<file path="config.mk">
export PLATFORM = sky130hd
export DESIGN_NAME = verichip_alu_q
export DESIGN_NICKNAME = d
export VERILOG_FILES = /design/src/rtl/verichip_alu_q.sv
export SDC_FILE = /design/constraint.sdc
export NUM_CORES = 1
export LEC_CHECK = 0
export ABC_CLOCK_PERIOD_IN_PS = 9080
export BUFFER_PORTS_ARGS = -buffer_cell sky130_fd_sc_hd__buf_2
export CORE_ASPECT_RATIO = 0.9
export CORE_UTILIZATION = 45
export DETAILED_ROUTE_END_ITERATION = 6
export GPL_TIMING_DRIVEN = 0
export PLACE_DENSITY = 0.63
export SYNTH_ARGS = -nofsm -noshare
export SYNTH_HDL_FRONTEND = slang
export SYNTH_SLANG_ARGS = --single-unit
export TNS_END_PERCENT = 5
</file>
<file path="constraint.sdc">
create_clock -name clk -period 9.08 [get_ports clk]
set_clock_uncertainty 0.05 [all_clocks]
set_input_delay 0.454 -clock clk [delete_from_list [all_inputs] [get_ports clk]]
set_output_delay 0.454 -clock clk [all_outputs]
set_load 0.03 [all_outputs]
</file>
<file path="src/rtl/verichip_alu_q.sv">
// verichip_alu_q: register-mapped ALU with a host command queue, maroon/gold
// state machine, export-disable lockout and two W1C interrupts.
// Optional feature macro: VCHIP_ALU_MUL_EN adds command 8 (signed MUL).
module verichip_alu_q #(
    parameter int DATA_W     = 16,
    parameter int FIFO_DEPTH = 4,
    parameter int ADDR_W     = 7
) (
    input  logic                clk,
    input  logic                rst_b,
    input  logic                export_disable,
    output logic                interrupt_1,
    output logic                interrupt_2,
    input  logic                maroon,
    input  logic                gold,
    input  logic                chip_select,
    input  logic [ADDR_W-1:0]   address,
    input  logic [DATA_W/8-1:0] byte_en,
    input  logic                rw_,
    input  logic [DATA_W-1:0]   data_in,
    output logic [DATA_W-1:0]   data_out
);
    localparam int NB    = DATA_W / 8;
    localparam int PTR_W = $clog2(FIFO_DEPTH);
    localparam int CNT_W = PTR_W + 1;
    localparam int MSB   = DATA_W - 1;

`ifdef VCHIP_ALU_MUL_EN
    localparam logic [3:0] LAST_CMD  = 4'd8;
    localparam logic [3:0] VER_MINOR = 4'h1;
`else
    localparam logic [3:0] LAST_CMD  = 4'd7;
    localparam logic [3:0] VER_MINOR = 4'h0;
`endif

    localparam logic [ADDR_W-1:0] A_VER = ADDR_W'('h00);
    localparam logic [ADDR_W-1:0] A_STA = ADDR_W'('h04);
    localparam logic [ADDR_W-1:0] A_CMD = ADDR_W'('h08);
    localparam logic [ADDR_W-1:0] A_CON = ADDR_W'('h0C);
    localparam logic [ADDR_W-1:0] A_LFT = ADDR_W'('h10);
    localparam logic [ADDR_W-1:0] A_RGT = ADDR_W'('h14);
    localparam logic [ADDR_W-1:0] A_ALU = ADDR_W'('h18);
    localparam logic [ADDR_W-1:0] A_FST = ADDR_W'('h1C);

    typedef enum logic [3:0] {
        ST_RESET = 4'h0,
        ST_NORM  = 4'h1,
        ST_ERR   = 4'h2,
        ST_EXP   = 4'h8,
        ST_LOST  = 4'hF
    } state_t;

    typedef enum logic [3:0] {
        C_NONE = 4'd0, C_ADD = 4'd1, C_SUB = 4'd2, C_MVL = 4'd3,
        C_MVR  = 4'd4, C_SWA = 4'd5, C_SHL = 4'd6, C_SHR = 4'd7,
        C_MUL  = 4'd8
    } cmd_t;

    state_t              r_state, w_next_state;
    logic [3:0]          r_fifo [FIFO_DEPTH];
    logic [PTR_W-1:0]    r_wr_ptr, r_rd_ptr;
    logic [CNT_W-1:0]    r_count;
    logic [3:0]          r_drop_cnt;
    logic                r_int1, r_int2, r_int1_en, r_int2_en, r_export_dis;
    logic [DATA_W-1:0]   r_lft, r_rgt, r_alu;

    logic                w_wr, w_host_ok, w_push_req, w_push_ok, w_push, w_drop, w_pop;
    logic                w_empty, w_full, w_exp_viol, w_bad, w_ovf, w_alu_we;
    logic                w_mvl, w_mvr, w_swa, w_exp_entry, w_set1, w_set2;
    logic                w_wr_lft, w_wr_rgt, w_wr_con, w_wr_sta;
    logic [3:0]          w_head, w_entry;
    logic [DATA_W-1:0]   w_sum, w_dif, w_res, w_lft_nxt, w_rgt_nxt, w_rd;

    assign w_wr       = chip_select && !rw_;
    assign w_host_ok  = (r_state == ST_RESET) || (r_state == ST_NORM);
    assign w_empty    = (r_count == '0);
    assign w_full     = (r_count == CNT_W'(FIFO_DEPTH));
    assign w_head     = r_fifo[r_rd_ptr];
    assign w_pop      = (r_state == ST_NORM) && !w_empty;
    assign w_push_req = w_wr && (address == A_CMD) && data_in[MSB] && byte_en[NB-1];
    assign w_push_ok  = (r_state == ST_RESET) || (r_state == ST_NORM) || (r_state == ST_ERR);
    assign w_push     = w_push_req && w_push_ok && (!w_full || w_pop);
    assign w_drop     = w_push_req && w_push_ok && w_full && !w_pop;
    assign w_entry    = byte_en[0] ? data_in[3:0] : C_NONE;
    assign w_wr_lft   = w_wr && (address == A_LFT) && w_host_ok;
    assign w_wr_rgt   = w_wr && (address == A_RGT) && w_host_ok;
    assign w_wr_con   = w_wr && (address == A_CON) && w_host_ok && byte_en[1];
    assign w_wr_sta   = w_wr && (address == A_STA) && byte_en[1];
    assign w_sum      = r_lft + r_rgt;
    assign w_dif      = r_lft - r_rgt;
    assign w_exp_viol = w_pop && r_export_dis && (w_head > 4'd2);

`ifdef VCHIP_ALU_MUL_EN
    logic signed [2*DATA_W-1:0] w_prod;
    logic                       w_prod_fits;
    assign w_prod      = $signed(r_lft) * $signed(r_rgt);
    assign w_prod_fits = (&w_prod[2*DATA_W-1:MSB]) || !(|w_prod[2*DATA_W-1:MSB]);
`endif

    // Decode and execute the popped head command.
    always_comb begin
        w_res    = r_alu;
        w_alu_we = 1'b0;
        w_ovf    = 1'b0;
        w_bad    = 1'b0;
        w_mvl    = 1'b0;
        w_mvr    = 1'b0;
        w_swa    = 1'b0;
        if (w_pop && !w_exp_viol) begin
            if (w_head > LAST_CMD) begin
                w_bad = 1'b1;
            end else begin
                case (w_head)
                    C_ADD: begin
                        w_res = w_sum;
                        w_ovf = (r_lft[MSB] == r_rgt[MSB]) && (w_sum[MSB] != r_lft[MSB]);
                    end
                    C_SUB: begin
                        w_res = w_dif;
                        w_ovf = (r_lft[MSB] != r_rgt[MSB]) && (w_dif[MSB] != r_lft[MSB]);
                    end
                    C_MVL: w_mvl = 1'b1;
                    C_MVR: w_mvr = 1'b1;
                    C_SWA: w_swa = 1'b1;
                    C_SHL: w_res = (r_rgt >= DATA_W'(DATA_W)) ? '0 : (r_lft << r_rgt);
                    C_SHR: w_res = (r_rgt >= DATA_W'(DATA_W)) ? '0 : (r_lft >> r_rgt);
`ifdef VCHIP_ALU_MUL_EN
                    C_MUL: begin
                        w_res = w_prod[DATA_W-1:0];
                        w_ovf = !w_prod_fits;
                    end
`endif
                    default: ;
                endcase
                w_alu_we = !w_ovf && ((w_head == C_ADD) || (w_head == C_SUB) ||
                           (w_head == C_SHL) || (w_head == C_SHR) || (w_head == C_MUL));
            end
        end
    end

    // State register.
    always_ff @(posedge clk or negedge rst_b) begin
        if (!rst_b) r_state <= ST_RESET;
        else        r_state <= w_next_state;
    end

    // Next-state logic for the maroon/gold machine.
    always_comb begin
        w_next_state = r_state;
        case (r_state)
            ST_RESET: if (!maroon && gold) w_next_state = ST_NORM;
            ST_NORM: begin
                if (w_exp_viol)          w_next_state = ST_EXP;
                else if (w_bad || w_ovf) w_next_state = ST_ERR;
            end
            ST_ERR:   if (maroon && !gold) w_next_state = ST_NORM;
            ST_EXP:   w_next_state = ST_EXP;
            ST_LOST:  w_next_state = ST_LOST;
            default:  w_next_state = ST_LOST;
        endcase
    end

    assign w_exp_entry = (r_state == ST_NORM) && (w_next_state == ST_EXP);
    assign w_set1      = (r_state == ST_NORM) && (w_next_state == ST_ERR) && r_int1_en;
    assign w_set2      = w_exp_entry && r_int2_en;

    // Export-disable pin is sampled on every edge, reset or not.
    always_ff @(posedge clk) r_export_dis <= export_disable;

    // Command queue storage, pointers, occupancy and drop counter.
    always_ff @(posedge clk or negedge rst_b) begin
        if (!rst_b) begin
            for (int unsigned i = 0; i < FIFO_DEPTH; i++) r_fifo[i] <= '0;
            r_wr_ptr   <= '0;
            r_rd_ptr   <= '0;
            r_count    <= '0;
            r_drop_cnt <= '0;
        end else begin
            if (w_drop && (r_drop_cnt != 4'hF)) r_drop_cnt <= r_drop_cnt + 4'd1;
            if (w_exp_entry) begin
                r_wr_ptr <= '0;
                r_rd_ptr <= '0;
                r_count  <= '0;
            end else begin
                if (w_push) begin
                    r_fifo[r_wr_ptr] <= w_entry;
                    r_wr_ptr         <= r_wr_ptr + PTR_W'(1);
                end
                if (w_pop) r_rd_ptr <= r_rd_ptr + PTR_W'(1);
                r_count <= r_count + CNT_W'(w_push) - CNT_W'(w_pop);
            end
        end
    end

    // Operand next values: ALU moves/swap first, then host byte writes override.
    always_comb begin
        w_lft_nxt = r_lft;
        w_rgt_nxt = r_rgt;
        if (w_mvl) w_lft_nxt = r_alu;
        if (w_mvr) w_rgt_nxt = r_alu;
        if (w_swa) begin
            w_lft_nxt = r_rgt;
            w_rgt_nxt = r_lft;
        end
        for (int unsigned b = 0; b < NB; b++) begin
            if (w_wr_lft && byte_en[b]) w_lft_nxt[8*b +: 8] = data_in[8*b +: 8];
            if (w_wr_rgt && byte_en[b]) w_rgt_nxt[8*b +: 8] = data_in[8*b +: 8];
        end
    end

    // Operand, result, enable and interrupt registers.
    always_ff @(posedge clk or negedge rst_b) begin
        if (!rst_b) begin
            r_lft     <= '0;
            r_rgt     <= '0;
            r_alu     <= '0;
            r_int1_en <= 1'b0;
            r_int2_en <= 1'b0;
            r_int1    <= 1'b0;
            r_int2    <= 1'b0;
        end else begin
            if (w_exp_entry) begin
                r_lft     <= '0;
                r_rgt     <= '0;
                r_alu     <= '0;
                r_int1_en <= 1'b0;
                r_int2_en <= 1'b0;
            end else begin
                r_lft <= w_lft_nxt;
                r_rgt <= w_rgt_nxt;
                if (w_alu_we) r_alu <= w_res;
                if (w_wr_con) begin
                    r_int1_en <= data_in[8];
                    r_int2_en <= data_in[9];
                end
            end
            if (w_set1)                      r_int1 <= 1'b1;
            else if (w_wr_sta && data_in[8]) r_int1 <= 1'b0;
            if (w_set2)                      r_int2 <= 1'b1;
            else if (w_wr_sta && data_in[9]) r_int2 <= 1'b0;
        end
    end

    assign interrupt_1 = r_int1;
    assign interrupt_2 = r_int2;

    // Combinational register read mux with export lockout masking.
    always_comb begin
        w_rd = '0;
        case (address)
            A_VER: w_rd[15:0] = {r_export_dis, 3'b000, 4'h3, 4'h2, VER_MINOR};
            A_STA: begin
                w_rd[9]   = r_int2;
                w_rd[8]   = r_int1;
                w_rd[3:0] = r_state;
            end
            A_CMD: begin
                w_rd[MSB] = !w_empty;
                w_rd[3:0] = w_empty ? 4'h0 : w_head;
            end
            A_CON: begin
                w_rd[9] = r_int2_en;
                w_rd[8] = r_int1_en;
            end
            A_LFT: w_rd = r_lft;
            A_RGT: w_rd = r_rgt;
            A_ALU: w_rd = r_alu;
            A_FST: begin
                w_rd[15:12] = r_drop_cnt;
                w_rd[9]     = w_full;
                w_rd[8]     = w_empty;
                w_rd[7:0]   = 8'(r_count);
            end
            default: w_rd = '0;
        endcase
        data_out = '0;
        if (chip_select) begin
            if (((r_state == ST_EXP) || (w_next_state == ST_EXP)) && (address != A_STA))
                data_out = '0;
            else
                data_out = w_rd;
        end
    end
endmodule

</file>
======== After elaboration in Yosys (flattened, before gate mapping) ========
Cells that the tools add are included.
word-level totals
  bits in registers ....................... 84
  output and inout bits ................... 18
  word-level logic and storage cells ...... 207
cells by class
  add/subtract/negate cells ............... 7
  $lt $le $gt $ge ......................... 6
  equal/unequal tests ..................... 28
  shift-type cells ........................ 2
  multiplexer cells ....................... 69
  bitwise gates (word level) .............. 3
  reduce and logical (&&, ||, !) cells .... 73
operators with widths
  operator               number
  $mux W16               14
  $pmux W16 S4           1
  $logic_and A1 B1 Y1    39
  $mux W4                9
  $mux W8                4
  $pmux W4 S4            2
  $eq A7 B5 Y1 const B   4
  $mux W1                25
  $pmux W4 S6            1
  $add A16 B16 Y16       1
  $bwmux W16             1
  $eq A4 B2 Y1 const B   4
  $eq A4 B3 Y1 const B   4
  $ge A16 B5 Y1 const B  1
  $reduce_bool A4 Y1     4
  $shl A16 B16 Y16       1
  $shr A16 B16 Y16       1
  $sub A16 B16 Y16       1
  $eq A7 B4 Y1 const B   2
  $pmux W2 S7            1
  $reduce_bool A2 Y1     7
  $eq A4 B4 Y1 const B   3
  $pmux W3 S4            1
  $logic_or A1 B1 Y1     9
  32 further kinds       48

======== Logic depth before layout (Yosys ltp) ========
  depth in word-level cells ............... 20
  depth in mapped cells ................... 13
  gate-level depth less buffers ........... 12

======== Least setup slack after synthesis ========
No wires, ideal clock.
  path kind ............................... input -> output
  from .................................... input port address[1]
  to ...................................... output port data_out[9]
  arrival ................................. 3.363 ns
  required time ........................... 8.576 ns
  slack ................................... 5.213 ns
  stages .................................. 7
  buffers on the path ..................... 2
  path through ............................ or4_1 > clkbuf_1 > nor2_1 > and3_1 > buf_1 > a32oi_1 > a2111oi_0
on the way
  word-level cells in the longest chain between the ends .. 4
ends and longest elaborated chain
  item                                                       line      RTL
  start: declaration                                         17        input logic [ADDR_W-1:0] address,
  $eq A7 B5 Y1, or another cell as far along                 250       case (address)
  $pmux W2 S7 / $logic_and A1 B1 Y1 (equally long branches)  250, 278
  $mux W16 (*)                                               278       if (((r_state == ST_EXP) || (w_next_state == ST_EXP)) && (address != A_STA))
  $mux W16 (*)                                               277       if (chip_select) begin
  end: declaration                                           21        output logic [DATA_W-1:0] data_out
Mark *: on every way between the ends. The rest lies on a longest branch, timed or not.

======== Worst setup path after layout ========
  from .................................... register r_rgt[1]
  to ...................................... register r_alu[14]
on the way
  word-level cells in the longest chain between the ends .. 16
ends and longest elaborated chain
  item                                                               line      RTL
  start: declaration                                                 65        logic [DATA_W-1:0] r_lft, r_rgt, r_alu;
  start signal: assignment                                           230       r_rgt <= w_rgt_nxt;
  $sub A16 B16 Y16 / $add A16 B16 Y16 (equally long branches)        90, 89
  $ne A1 B1 Y1 (on tied branches)                                    120, 116
  $logic_and A1 B1 Y1 (on tied branches)                             120, 116
  $pmux W1 S2                                                        113       case (w_head)
  $mux W1                                                            110       if (w_head > LAST_CMD) begin
  $mux W1                                                            109       if (w_pop && !w_exp_viol) begin
  $mux W1                                                            110
  $mux W1                                                            109
  $logic_or A1 B1 Y1                                                 154       else if (w_bad || w_ovf) w_next_state = ST_ERR;
  $mux W4                                                            154
  $mux W4                                                            153       if (w_exp_viol) w_next_state = ST_EXP;
  $pmux W4 S4                                                        150       case (r_state)
  $eq A4 B4 Y1                                                       163       assign w_exp_entry = (r_state == ST_NORM) && (w_next_state == ST_EXP);
  $logic_and A1 B1 Y1                                                163
  $reduce_bool A5 Y1 (no source line), or another cell as far along  -
  $reduce_and A4 Y1 (no source line)                                 -
  end signal: assignment                                             231       if (w_alu_we) r_alu <= w_res;
  end: declaration                                                   65
Several ways; a longest one is shown, not always the timed one. The select of a mux whose other input is x is not followed.
A chain may end at the register's enable or synchronous reset.

==> results.toml <==
[placed_design]
pre_cts_ws_ns = 4.56
place_congestion = 1.00
port_buffers = 48
dp_hpwl_um = 22500

[synthesis]
async_flop_share = 0.988
synth_edf_count = 0
synthesis.nets = 1044
syn_avg_cell_area_um2 = 8.45
synth_top_family_by_area = "compound AO/OA/AOI/OAI gates"
synth-compound-area-share = 0.252
synth_area_um2 = 8210
synth_mux_area_frac = 0.170
syn_inst = 972
ys.flop_type = "dfrtp_1"
yosysUniqueCellTypes = 82
synth_xor_area_frac = 0.0171
synthSimpleGateAreaFrac = 0.188
yosysSeqAreaShare = 0.255
ys_seq_elements = 84
yosys_warnings = 0
synth_fa_ha_area_frac = 0.0637

[sta]
layout_setup_ws_ns = 4.42
hold_violations = 0
slew_violations = 0
setup_tns_ns = 0
slew_headroom = 0.301
post-route-min-period_ns = 4.66
setup_viol = 0
finalCritPeriodShare = 0.513
fmax_mhz = 215
tightest_slew_ns = 1.04
rsz0062_at_grt = "no"

[route]
wirelength_um = 29100
ant_nets = 0
wire_per_inst_um = 22.8
route.detailed.drc = 0
drtPass1Iterations = 5
avgViaCountPerCell = 6.51
drt_iter0_markers = 823
vias = 8310

[pwr]
p_per_area_nw_per_um2 = 102
peakVddDrop_mv = 0.117
p_leak_uw = 0.00362

[final_layout]
num_antenna_cells = 0
n_fill_cell = 1740
finish.utilization = 0.514
fin_nets = 1104
drive_gt1_frac = 0.144
syn_to_final_growth_pct = 11.0

[worst_setup_path]
arrival_ns = 4.81
rrSetupSlack_ns = 4.42
crit_type = "reg -> reg"
crit_path_end_kind = "register"
path_max_fanout = 10
required_ns = 9.23
r2r_cells = 12
startpoint_type = "register"

[clock_tree]
post_cts_buffers = 0
clkTransAtPathRegs_ns = 0.07
post_cts_resized = 0
clkSinkCount = 84
hold_buffers = 0
h-tree-depth = 3
cts.root.buffer_cell = "clkbuf_16"
cts_tree = "done"
cts_buffers = 9
cts.path.max_buffers = 2
insertion_delay_ns = 0.35

[global_route]
grt_overflow = 0
grt_max_degree = 47
antenna_found_initial = 0
grtUsageTotal = 0.321
grt_first_pass_wirelength_um = 45100
grt_pass1_vias = 7734

[job]
drv_cap = 0

[floorplanning]
io_pins = 50
num_rows = 46
die_area_um2 = 18800
dieHeight_um = 130
initial_core_util = 0.463
fp.coreArea_um2 = 17700
fp.dieW_um = 144

[status]
outcome = "finished clean"

[worst_hold_path]
hp-class = "in -> async"
critical path: stages, from the launching register on:
cell	delay [ns]
dfrtp_1	0.54
buf_1	0.47
clkbuf_1	0.61
inv_1	0.18
fa_1	0.50
a211oi_1	0.30
o21ai_0	0.26
a2111oi_0	0.65
o31ai_1	0.15
a21oi_1	0.15
a2bb2oi_1	0.11
nor4_1	0.45
nor3_1	0.09
registers in the layout, indices dropped and copies added, names as in the netlist:
| signal | flops |
|---|---|
| r_count | 3 |
| r_lft | 16 |
| r_export_dis | 1 |
| r_fifo | 16 |
| r_wr_ptr | 2 |
| r_drop_cnt | 4 |
| interrupt_2 | 1 |
| r_alu | 16 |
| r_int1_en | 1 |
| r_state | 4 |
| r_int2_en | 1 |
| interrupt_1 | 1 |
| r_rd_ptr | 2 |
| r_rgt | 16 |
synthesized netlist by cell type, types with 4 or more instances:
cell / n / area (um2)
a211oi_1: 12 / 90.1
a21o_1: 8 / 60.1
a21oi_1: 55 / 275
a221o_1: 10 / 100
a221oi_1: 8 / 70.1
a22o_1: 16 / 140
a22oi_1: 26 / 195
a2bb2oi_1: 18 / 158
a31oi_1: 12 / 75.1
and2_1: 8 / 50.1
and3_1: 5 / 31.3
buf_1: 10 / 37.5
buf_2: 12 / 60.1
buf_4: 5 / 37.5
clkbuf_1: 39 / 146
dfrtp_1: 83 / 2080
ha_1: 37 / 463
inv_1: 35 / 131
mux2_2: 25 / 282
mux2i_1: 64 / 641
mux4_2: 21 / 473
nand2_1: 93 / 349
nand2b_1: 16 / 100
nand3_1: 17 / 85.1
nand4_1: 6 / 37.5
nor2_1: 93 / 349
nor2b_1: 11 / 68.8
nor3_1: 12 / 60.1
nor4_1: 10 / 62.6
o211ai_1: 8 / 60.1
o21ai_0: 45 / 225
o21ai_1: 39 / 195
o221ai_1: 7 / 61.3
o22ai_1: 9 / 56.3
o31ai_1: 7 / 52.6
or3_1: 6 / 37.5
or4_1: 4 / 30.0
xnor2_1: 10 / 87.6
xor2_1: 6 / 52.6
report_power, final:
part	switching (uW)	total (uW)	internal [uW]
Sequential	21.6	409	387
Combinational	64.1	112	48.4
Clock	165	410	246
path summary, 6_finish.rpt:
check | start | end
worst max register to register | r_rgt[1] | r_alu[14]
max in group asynchronous | rst_b | r_alu[4]
min in group clk | export_disable | r_export_dis
worst max-delay path | r_rgt[1] | r_alu[14]
worst min register to register | r_fifo[5] | r_fifo[5]
worst min-delay path | rst_b | r_int2_en
per-layer routing:
metal | wire (um) | global-route usage
met3 | 2390 | 0.0404
met1 | 13000 | 0.460
met5 | 0 | 0
met2 | 12800 | 0.495
met4 | 933 | 0.118
layout by cell type (no fill, tap or decap), types with 7 or more instances in the layout:
cell type,instances
ha_1,37
a211oi_1,12
mux2_2,25
o21ai_1,39
buf_1,10
nor4_1,10
clkbuf_1,39
a21oi_1,55
o21ai_0,45
inv_1,35
nand2b_1,16
dfrtp_1,83
a221oi_1,8
o211ai_1,8
nand2_1,93
o22ai_1,9
nor3_1,12
and2_1,8
a2bb2oi_1,18
clkbuf_16,9
o31ai_1,7
nor2_1,93
xnor2_1,10
a21o_1,8
mux4_2,21
a31oi_1,12
a22oi_1,26
buf_2,59
a22o_1,16
nand3_1,17
o221ai_1,7
a221o_1,10
nor2b_1,11
mux2i_1,64
layout make-up:
class	count	area, um2	area share
clock inverter	7	104	0.0114
tap	240	300	0.0330
buffer	68	304	0.0334
inverter	36	135	0.0148
multi-input combinational	784	5670	0.623
sequential	84	2100	0.230
timing repair buffer	49	270	0.0297
clock buffer	9	225	0.0247
kinds of logic (layout without fill, tap and decap cells):
kind of cell	after synthesis	after routing
AOI/OAI and AO/OA	307	307
xor gates and xnor gates	16	16
buffers and inverters	104	169
adders and majority gates	40	40
DFF	84	84
muxes	110	110
and+or+nand+nor	311	311
stage by stage:
stage | power, uW | cells | hold slack [ns] | cell area [um2]
3_3_place_gp | 522 | 1260 | 0.434 | 8750
4_1_cts | 932 | 1277 | 0.0417 | 9110
3_5_place_dp | 526 | 1261 | 0.406 | 8780
2_1_floorplan | 483 | 972 | 0.108 | 8210
5_1_grt | 967 | 1277 | 0.0611 | 9110
6_report | 932 | 1277 | 0.0252 | 9110
(Power assumes the default switching activity.)
